--- config.mk ---
export PLATFORM = sky130hd
export DESIGN_NAME = menu_selector_flat
export DESIGN_NICKNAME = d
export VERILOG_FILES = /design/src/rtl/menu_selector_if.sv /design/src/rtl/menu_selector.sv /design/src/flat_wrapper.sv
export SDC_FILE = /design/constraint.sdc
export NUM_CORES = 1
export LEC_CHECK = 0
export CORE_UTILIZATION = 25
export CTS_CLUSTER_SIZE = 8
export DETAILED_ROUTE_END_ITERATION = 10
export PLACE_DENSITY = 0.49
export SYNTH_ARGS = -nofsm -noshare
export SYNTH_HDL_FRONTEND = slang
export SYNTH_SLANG_ARGS = --single-unit
--- constraint.sdc ---
create_clock -name clk -period 3.05 [get_ports clk]
set_clock_uncertainty 0.2 [all_clocks]
set_input_delay 0.61 -clock clk [delete_from_list [all_inputs] [get_ports clk]]
set_output_delay 0.61 -clock clk [all_outputs]
set_load 0.02 [all_outputs]
--- src/rtl/menu_selector_if.sv ---
// rtl/menu_selector_if.sv - button, song-done and menu output bundle for menu_selector
interface menu_selector_if;
    logic       btn_up;
    logic       btn_down;
    logic       btn_confirm;
    logic       btn_back;
    logic       song_done;
    logic [2:0] state;
    logic [2:0] song;
    logic [1:0] phase;
    logic       play_start;

    modport master (
        output btn_up, btn_down, btn_confirm, btn_back, song_done,
        input  state, song, phase, play_start
    );

    modport slave (
        input  btn_up, btn_down, btn_confirm, btn_back, song_done,
        output state, song, phase, play_start
    );
endinterface

--- src/rtl/menu_selector.sv ---
// rtl/menu_selector.sv - debounced four-button menu FSM selecting mode and song
module menu_selector #(
    parameter int DEBOUNCE_CYCLES = 1000000,
    parameter int NUM_SONGS       = 2
) (
    input  logic           clk,
    input  logic           rst_n,
    menu_selector_if.slave bus
);
    localparam int CW = $clog2(DEBOUNCE_CYCLES + 1);
    localparam logic [CW-1:0] CNT_MAX  = CW'(DEBOUNCE_CYCLES - 1);
    localparam logic [2:0]    SONG_MAX = 3'(NUM_SONGS - 1);

    localparam logic [2:0] FREE_MODE = 3'd0;
    localparam logic [2:0] AUTO_MODE = 3'd1;
    localparam logic [2:0] STDY_MODE = 3'd2;
    localparam logic [2:0] PLAY_MODE = 3'd3;
    localparam logic [2:0] SET_MODE  = 3'd4;

    typedef enum logic [1:0] {
        BROWSE   = 2'd0,
        SONG_SEL = 2'd1,
        RUN      = 2'd2
    } phase_e;

    // Button index: 0 down, 1 up, 2 confirm, 3 back
    logic [3:0] raw_btn;
    logic [3:0] press_q;
    assign raw_btn = {bus.btn_back, bus.btn_confirm, bus.btn_up, bus.btn_down};

    for (genvar i = 0; i < 4; i++) begin : g_btn
        logic          sync1_q, sync2_q, deb_q, armed_q;
        logic [CW-1:0] deb_cnt_q, arm_cnt_q;

        // Arming needs a debounced-length stretch of low input, so a button
        // held through reset cannot arm on the reset-cleared synchronizer.
        always_ff @(posedge clk or negedge rst_n) begin
            if (!rst_n) begin
                sync1_q    <= 1'b0;
                sync2_q    <= 1'b0;
                deb_q      <= 1'b0;
                armed_q    <= 1'b0;
                deb_cnt_q  <= '0;
                arm_cnt_q  <= '0;
                press_q[i] <= 1'b0;
            end else begin
                sync1_q    <= raw_btn[i];
                sync2_q    <= sync1_q;
                press_q[i] <= 1'b0;
                if (sync2_q != deb_q) begin
                    if (deb_cnt_q == CNT_MAX) begin
                        deb_q      <= sync2_q;
                        deb_cnt_q  <= '0;
                        press_q[i] <= sync2_q & armed_q;
                    end else begin
                        deb_cnt_q <= deb_cnt_q + 1'b1;
                    end
                end else begin
                    deb_cnt_q <= '0;
                end
                if (!armed_q) begin
                    if (!sync2_q && !deb_q) begin
                        if (arm_cnt_q == CNT_MAX) armed_q <= 1'b1;
                        else                      arm_cnt_q <= arm_cnt_q + 1'b1;
                    end else begin
                        arm_cnt_q <= '0;
                    end
                end
            end
        end
    end

    phase_e     phase_q, phase_d;
    logic [2:0] state_q, state_d;
    logic [2:0] song_q, song_d;
    logic       play_start_q, play_start_d;
    logic       pend_q, pend_d;

    always_ff @(posedge clk or negedge rst_n) begin
        if (!rst_n) begin
            phase_q      <= BROWSE;
            state_q      <= FREE_MODE;
            song_q       <= 3'd0;
            play_start_q <= 1'b0;
            pend_q       <= 1'b0;
        end else begin
            phase_q      <= phase_d;
            state_q      <= state_d;
            song_q       <= song_d;
            play_start_q <= play_start_d;
            pend_q       <= pend_d;
        end
    end

    always_comb begin
        phase_d      = phase_q;
        state_d      = state_q;
        song_d       = song_q;
        play_start_d = 1'b0;
        pend_d       = 1'b0;
        case (phase_q)
            BROWSE: begin
                if (press_q[3]) begin
                    phase_d = BROWSE;
                end else if (press_q[2]) begin
                    if (state_q == AUTO_MODE || state_q == STDY_MODE || state_q == PLAY_MODE)
                        phase_d = SONG_SEL;
                    else
                        phase_d = RUN;
                end else if (press_q[1]) begin
                    state_d = (state_q >= SET_MODE) ? FREE_MODE : state_q + 3'd1;
                end else if (press_q[0]) begin
                    state_d = (state_q == FREE_MODE || state_q > SET_MODE) ? SET_MODE : state_q - 3'd1;
                end
            end
            SONG_SEL: begin
                if (press_q[3]) begin
                    phase_d = BROWSE;
                end else if (press_q[2]) begin
                    phase_d      = RUN;
                    play_start_d = 1'b1;
                end else if (press_q[1]) begin
                    song_d = (song_q >= SONG_MAX) ? 3'd0 : song_q + 3'd1;
                end else if (press_q[0]) begin
                    song_d = (song_q == 3'd0 || song_q > SONG_MAX) ? SONG_MAX : song_q - 3'd1;
                end
            end
            RUN: begin
                if (press_q[3]) begin
                    phase_d = BROWSE;
                end else begin
                    play_start_d = pend_q;
                    if (bus.song_done) begin
                        if (state_q == AUTO_MODE) begin
                            song_d = (song_q >= SONG_MAX) ? 3'd0 : song_q + 3'd1;
                            pend_d = 1'b1;
                        end else if (state_q == STDY_MODE || state_q == PLAY_MODE) begin
                            phase_d = SONG_SEL;
                        end
                    end
                end
            end
            default: phase_d = BROWSE;
        endcase
    end

    assign bus.state      = state_q;
    assign bus.song       = song_q;
    assign bus.phase      = phase_q;
    assign bus.play_start = play_start_q;
endmodule

--- src/flat_wrapper.sv ---
// flat-port wrapper written by rule: the top's interface ports become plain ports
module menu_selector_flat 
#(
    parameter int DEBOUNCE_CYCLES = 1000000,
    parameter int NUM_SONGS       = 2
)
  (clk, rst_n, bus_btn_up, bus_btn_down, bus_btn_confirm, bus_btn_back, bus_song_done, bus_state, bus_song, bus_phase, bus_play_start);
  menu_selector_if bus_i ();
  input  logic clk;
  input  logic rst_n;
  input wire logic [$bits(bus_i.btn_up)-1:0] bus_btn_up;
  input wire logic [$bits(bus_i.btn_down)-1:0] bus_btn_down;
  input wire logic [$bits(bus_i.btn_confirm)-1:0] bus_btn_confirm;
  input wire logic [$bits(bus_i.btn_back)-1:0] bus_btn_back;
  input wire logic [$bits(bus_i.song_done)-1:0] bus_song_done;
  output wire logic [$bits(bus_i.state)-1:0] bus_state;
  output wire logic [$bits(bus_i.song)-1:0] bus_song;
  output wire logic [$bits(bus_i.phase)-1:0] bus_phase;
  output wire logic [$bits(bus_i.play_start)-1:0] bus_play_start;
  assign bus_i.btn_up = bus_btn_up;
  assign bus_i.btn_down = bus_btn_down;
  assign bus_i.btn_confirm = bus_btn_confirm;
  assign bus_i.btn_back = bus_btn_back;
  assign bus_i.song_done = bus_song_done;
  assign bus_state = bus_i.state;
  assign bus_song = bus_i.song;
  assign bus_phase = bus_i.phase;
  assign bus_play_start = bus_i.play_start;
  menu_selector #(.DEBOUNCE_CYCLES(DEBOUNCE_CYCLES), .NUM_SONGS(NUM_SONGS)) u_core (.clk(clk), .rst_n(rst_n), .bus(bus_i));
endmodule
==> impl_metrics.json, run 1 <==
{
  "met2_length_um": 9090,
  "slew_headroom": 0.541,
  "cp_slowest_cell": "or2_1",
  "drive_above_1_share": 0.0543,
  "core_area_mm2": 0.0386,
  "dp_hpwl_um": 13500,
  "synth_edf_count": 0,
  "grt_usage": 0.110,
  "clkTransAtPathRegs_ns": 0.07,
  "async_flop_share": 1.00,
  "dr_wl_met3_um": 516,
  "cts_max_level": 4,
  "setup_viol": 0,
  "met1_length_um": 10700,
  "fin_crit_sh": 0.840,
  "cts_setup_buffers": 0,
  "r2r_cells": 6,
  "ctsHoldBuffers": 0,
  "antenna_left": 0,
  "fin_cells": 1604,
  "totalWireLength_um": 20500,
  "synthTopCellsByArea": "dfrtp_1, nor2_1, o21ai_0",
  "grt-ovfl-total": 0,
  "violations": "negative hold slack",
  "cellLeakagePower_nw": 4.54,
  "grt_pass1_wl_um": 36000,
  "hold_viol": 5,
  "finalSetupTns_ns": 0,
  "period_needed_ns": 2.56,
  "preCtsSetupSlack_ns": 0.491,
  "cp_cell_sequence": "ha_1 -> nand3_1 -> or3_1 -> o21bai_2 -> or2_1 -> o21ai_0",
  "cp.required_ns": 3.14,
  "max_freq_mhz": 391,
  "worst_setup_path_start_kind": "flop",
  "syn_inst": 1058,
  "cp_max_fo": 16,
  "dp.cells": 1575,
  "syn_avg_cell_area_um2": 9.27,
  "cts_num_sinks": 190,
  "synth_ff_type": "dfrtp_1",
  "area_growth_pct": 14.5,
  "clk_path_buf_depth": 2,
  "ys_seq_area_frac": 0.485,
  "timing.rr.end": "u_core.g_btn[3].arm_cnt_q[2]",
  "r2r_setup_slack_ns": 0.49,
  "place.gp.congestion": 0.803,
  "synth_top_area_frac": 0.485,
  "routed.top_layer": "met4",
  "cts_made_buffers": 17,
  "p_per_area_mw_per_mm2": 453,
  "die_h_um": 200,
  "ys_types": 57,
  "first_global_vias": 7375,
  "arrival_ns": 2.65,
  "min_path_type": "input pin to async pin",
  "ir_drop_uv": 281,
  "diodes": 0,
  "layout_setup_ws_ns": 0.489,
  "ctsResizeCount": 0,
  "slowest_delay_ns": 0.53,
  "grt_max_degree": 79,
  "worst_slew_pin_slew_ns": 0.688,
  "yosys.area.top_type": "dfrtp_1",
  "synth_nets": 1090,
  "die_area_mm2": 0.0400,
  "clk_latency_ns": 0.43,
  "drt_iter0_drc": 428,
  "cp-end-kind": "flop",
  "clockRootBuffer": "clkbuf_16",
  "rr_startpoint": "u_core.g_btn[3].arm_cnt_q[0]",
  "dpl_cell_area_mm2": 0.0106,
  "netlist_area_mm2": 0.00981,
  "wl_per_cell_um": 12.8,
  "firstDrtPassIters": 5,
  "drc": 0,
  "ys_warn_count": 0,
  "cts_tree": "done",
  "rows": 72,
  "maxSlewViolCount": 0,
  "die_w_um": 200,
  "num_vias": 7550,
  "antenna_found_initial": 0,
  "maxCapViolCount": 0,
  "crit_type": "flop to flop",
  "holdWs_ns": -0.0250,
  "port_buffers": 15,
  "stdcell_area_mm2": 0.0112,
  "initial_utilization": 0.254,
  "io_pins": 16,
  "status": "finished, violations left",
  "ys_ff_latch": 190,
  "rsz0062_at_grt": "no",
  "final_nets": 1108,
  "drt-vias-per-instance": 4.71
}
## worst max-delay path by stage
| stage | endpoint | depth (start not counted) | startpoint | slack [ns] |
|---|---|---|---|---|
| global placement | u_core.g_btn[3].arm_cnt_q[2] | 6 | u_core.g_btn[3].arm_cnt_q[0] | 0.58 |
| finish | u_core.g_btn[3].arm_cnt_q[2] | 6 | u_core.g_btn[3].arm_cnt_q[0] | 0.49 |
| CTS | u_core.g_btn[3].arm_cnt_q[2] | 6 | u_core.g_btn[3].arm_cnt_q[0] | 0.46 |
| detailed placement | u_core.g_btn[3].arm_cnt_q[2] | 6 | u_core.g_btn[3].arm_cnt_q[0] | 0.49 |
| global route | u_core.g_btn[3].arm_cnt_q[2] | 6 | u_core.g_btn[3].arm_cnt_q[0] | 0.27 |
| floorplan | u_core.g_btn[3].arm_cnt_q[2] | 8 | u_core.g_btn[3].arm_cnt_q[0] | 0.84 |
## cell usage in the layout, fill, tap and decap left out, types with 4 or more instances in the layout
cell type,count
dfrtp_1,190
nor2_1,131
nand2_1,89
o21ai_0,78
nand3_1,70
nand4_1,43
xor2_1,43
inv_1,41
o31ai_1,34
xnor2_1,31
a21oi_1,28
nor3_1,25
ha_1,25
and3_1,23
and2_1,22
clkbuf_16,17
buf_4,17
clkdlybuf4s50_1,14
nor4_1,13
a31oi_1,13
nand2b_1,12
and4_1,12
or3_1,10
nor4b_1,8
or4_1,8
o21ai_1,8
o41ai_1,7
nand3b_1,5
o21bai_1,4
o211ai_1,4
a41oi_1,4
## cell type report
| class | instances | area, µm² |
|---|---|---|
| clock buffers | 20 | 457 |
| clock inverters | 9 | 138 |
| fillers | 4010 | 27400 |
| inverters | 41 | 154 |
| multi-input cells | 791 | 4730 |
| flip-flops and latches | 190 | 4750 |
| well taps | 518 | 648 |
| repair buffers | 35 | 342 |
## worst max-delay path: cells and delay by family, from the launching register on
| family | cells | cell delay [ns] |
|---|---|---|
| and+or+nand+nor | 3 | 1.24 |
| DFF | 1 | 0.40 |
| AOI/OAI and AO/OA | 2 | 0.34 |
| adders and majority gates | 1 | 0.23 |
## flip-flops by register name, summed over array words and instances, names as in the netlist
name	count
u_core.g_btn.sync1_q	4
u_core.bus.play_start	1
u_core.pend_q	1
u_core.g_btn.armed_q	4
u_core.g_btn.deb_q	4
u_core.bus.phase	2
u_core.bus.state	3
u_core.press_q	4
u_core.g_btn.sync2_q	4
u_core.g_btn.deb_cnt_q	80
u_core.bus.song	3
u_core.g_btn.arm_cnt_q	80
## cell families (layout without fill, tap and decap cells)
logic type / count (synthesis) / count (layout) / synth area share
AND/OR/NAND/NOR: 487 / 487 / 0.254
AO/OA/AOI/OAI: 200 / 200 / 0.126
flip-flops: 190 / 190 / 0.485
buffers and inverters: 77 / 105 / 0.0324
XOR/XNOR: 74 / 74 / 0.0661
adder cells (fa/ha/maj): 25 / 25 / 0.0319
multiplexers: 5 / 5 / 0.00536
## synth_stat cells, types with 2 or more instances
library cell / count
dfrtp_1: 190
nor2_1: 131
nand2_1: 89
o21ai_0: 78
nand3_1: 70
nand4_1: 43
xor2_1: 43
inv_1: 41
o31ai_1: 34
xnor2_1: 31
a21oi_1: 28
ha_1: 25
nor3_1: 25
and3_1: 23
and2_1: 22
clkbuf_1: 19
buf_2: 14
a31oi_1: 13
nor4_1: 13
and4_1: 12
nand2b_1: 12
or3_1: 10
nor4b_1: 8
o21ai_1: 8
or4_1: 8
o41ai_1: 7
nand3b_1: 5
a41oi_1: 4
o211ai_1: 4
o21bai_1: 4
a211oi_1: 3
buf_4: 3
mux2i_1: 3
o21a_1: 3
or2_2: 3
a22oi_1: 2
and4b_1: 2
mux2_2: 2
nor4_2: 2
nor4bb_1: 2
o22a_1: 2
o311a_1: 2
## metal layers
layer / vias up / GRT usage
met3: 14 / 0.0227
li1: 3820 / -
met1: 3641 / 0.153
met2: 75 / 0.172
met5: - / 0
met4: 0 / 0.0308
## report_power, final
part	total, mW	leakage, nW	internal (mW)	switching [mW]
logic	0.202	1.65	0.0653	0.137
registers	2.58	2.61	2.55	0.0316
clock network	2.30	0.288	1.33	0.978
total	5.09	4.54	3.94	1.15
## per-stage QoR
step / util / power [mW] / hold WS (ns)
final: 0.290 / 5.09 / -0.0250
after global routing: 0.290 / 5.31 / 0.0510
after CTS: 0.290 / 5.19 / 0.0317
after detailed placement: 0.275 / 2.84 / 0.141
after global placement: 0.275 / 2.84 / 0.140
after floorplan: - / 2.73 / 0.114
Note: power is estimated with default switching activity, not from simulation.
==> run 2: changes to the inputs <==
- clock period: 3.05 -> 2.57 ns (I/O delays scaled with it)
==> impl_metrics.json, run 2 (synthesized netlist as in run 1, its figures left out) <==
{
  "core_area_mm2": 0.0386,
  "cp-end-kind": "output pin",
  "hold_viol": 0,
  "wl_per_cell_um": 12.6,
  "rsz0062_at_grt": "no",
  "slowest_delay_ns": 0.66,
  "dp_hpwl_um": 14000,
  "initial_utilization": 0.254,
  "slew_headroom": 0.553,
  "cp_top_family": "buffers and inverters",
  "firstDrtPassIters": 5,
  "finalSetupTns_ns": 0,
  "cellLeakagePower_nw": 4.68,
  "cp_cell_sequence": "clkdlybuf4s50_1",
  "area_growth_pct": 16.7,
  "cp_max_fo": 9,
  "totalPowerFinal_mw": 6.18,
  "holdWs_ns": 0.153,
  "num_vias": 7645,
  "grt-ovfl-total": 0,
  "cts_made_buffers": 17,
  "layout_commonest_cell": "dfrtp_1",
  "maxSlewViolCount": 0,
  "first_global_vias": 7324,
  "drive_above_1_share": 0.0755,
  "place.gp.congestion": 0.796,
  "io_pins": 16,
  "cts_num_sinks": 190,
  "max_freq_mhz": 438,
  "antenna_found_initial": 0,
  "fin_cells": 1630,
  "stdcell_area_mm2": 0.0114,
  "port_buffers": 15,
  "worst_setup_path_start_kind": "flop",
  "p_per_area_mw_per_mm2": 540,
  "die_area_mm2": 0.0400,
  "min_path_type": "flop to flop",
  "reg_top3": "u_core.g_btn.arm_cnt_q x80, u_core.g_btn.deb_cnt_q x80",
  "dpl_cell_area_mm2": 0.0108,
  "ir_drop_uv": 351,
  "grt_pass1_wl_um": 35900,
  "drt-vias-per-instance": 4.69,
  "crit_type": "flop to output pin",
  "totalWireLength_um": 20600,
  "grt_max_degree": 61,
  "dp.cells": 1598,
  "clk_path_buf_depth": 2,
  "rows": 72,
  "fin_crit_sh": 0.888,
  "status": "finished clean",
  "period_needed_ns": 2.28,
  "path_buf_inv": 1,
  "clkTransAtPathRegs_ns": 0.07,
  "final_nets": 1132,
  "worst_slew_pin_slew_ns": 0.662,
  "grt_usage": 0.110,
  "cp.required_ns": 1.86,
  "antenna_left": 0,
  "arrival_ns": 1.57,
  "maxCapViolCount": 0,
  "setup_viol": 0,
  "clk_latency_ns": 0.44,
  "die_h_um": 200,
  "cp_slowest_cell": "clkdlybuf4s50_1",
  "cts_setup_buffers": 0,
  "drt_iter0_drc": 488,
  "final_cell_mix": "dfrtp_1, nor2_1, nand2_1, o21ai_0, nand3_1",
  "die_w_um": 200,
  "clockRootBuffer": "clkbuf_16",
  "cts_max_level": 4,
  "r2r_setup_slack_ns": 0.31,
  "cts_tree": "done",
  "diodes": 0,
  "drc": 0
}
[run 2: report_power, final]
| group | total (mW) | internal (mW) | switching (mW) | leakage [nW] |
|---|---|---|---|---|
| Combinational | 0.257 | 0.0912 | 0.165 | 1.77 |
| Clock | 2.86 | 1.66 | 1.20 | 0.309 |
| Sequential | 3.06 | 3.02 | 0.0384 | 2.61 |
[run 2: final cells by class]
cell class,instances,area [µm²]
clock buffer,19,443
sequential,190,4750
timing repair buffer,59,524
tap,518,648
fill,4003,27200
clock inverter,12,183
inverter,41,154
multi-input combinational,791,4730
[run 2: per-stage QoR]
| step | util | setup slack (ns) |
|---|---|---|
| floorplan | - | 0.357 |
| global placement | 0.280 | 0.397 |
| detailed placement | 0.280 | 0.342 |
| CTS | 0.296 | 0.252 |
| global route | 0.296 | 0.0950 |
| finish | 0.296 | 0.287 |
[run 2: path summary, 6_finish.rpt]
check                      cells after the start                             to                          from
setup / recovery                               1                   bus_state[2]           u_core.bus.state[2]
hold / removal                                 0        u_core.g_btn[3].sync2_q       u_core.g_btn[3].sync1_q
setup reg to reg                               7   u_core.g_btn[2].arm_cnt_q[7]  u_core.g_btn[2].arm_cnt_q[0]
hold reg to reg                                0        u_core.g_btn[3].sync2_q       u_core.g_btn[3].sync1_q
max in group asynchronous                      3  u_core.g_btn[0].arm_cnt_q[10]                         rst_n
min in group asynchronous                      2  u_core.g_btn[2].arm_cnt_q[13]                         rst_n
[run 2: per-layer routing]
layer  track usage  share of wire  wire length [µm]
met2         0.174           0.44              9150
met1         0.150           0.52             10600
met4        0.0305          0.010               206
met3        0.0235          0.030               615
met5             0              0                 0
[run 2: timing repair]
item / 4_1_cts / 5_1_grt
hold buffers: 1 / 0
endpoints found under the hold margin: 54 / 0
gates resized for setup: 0 / 0
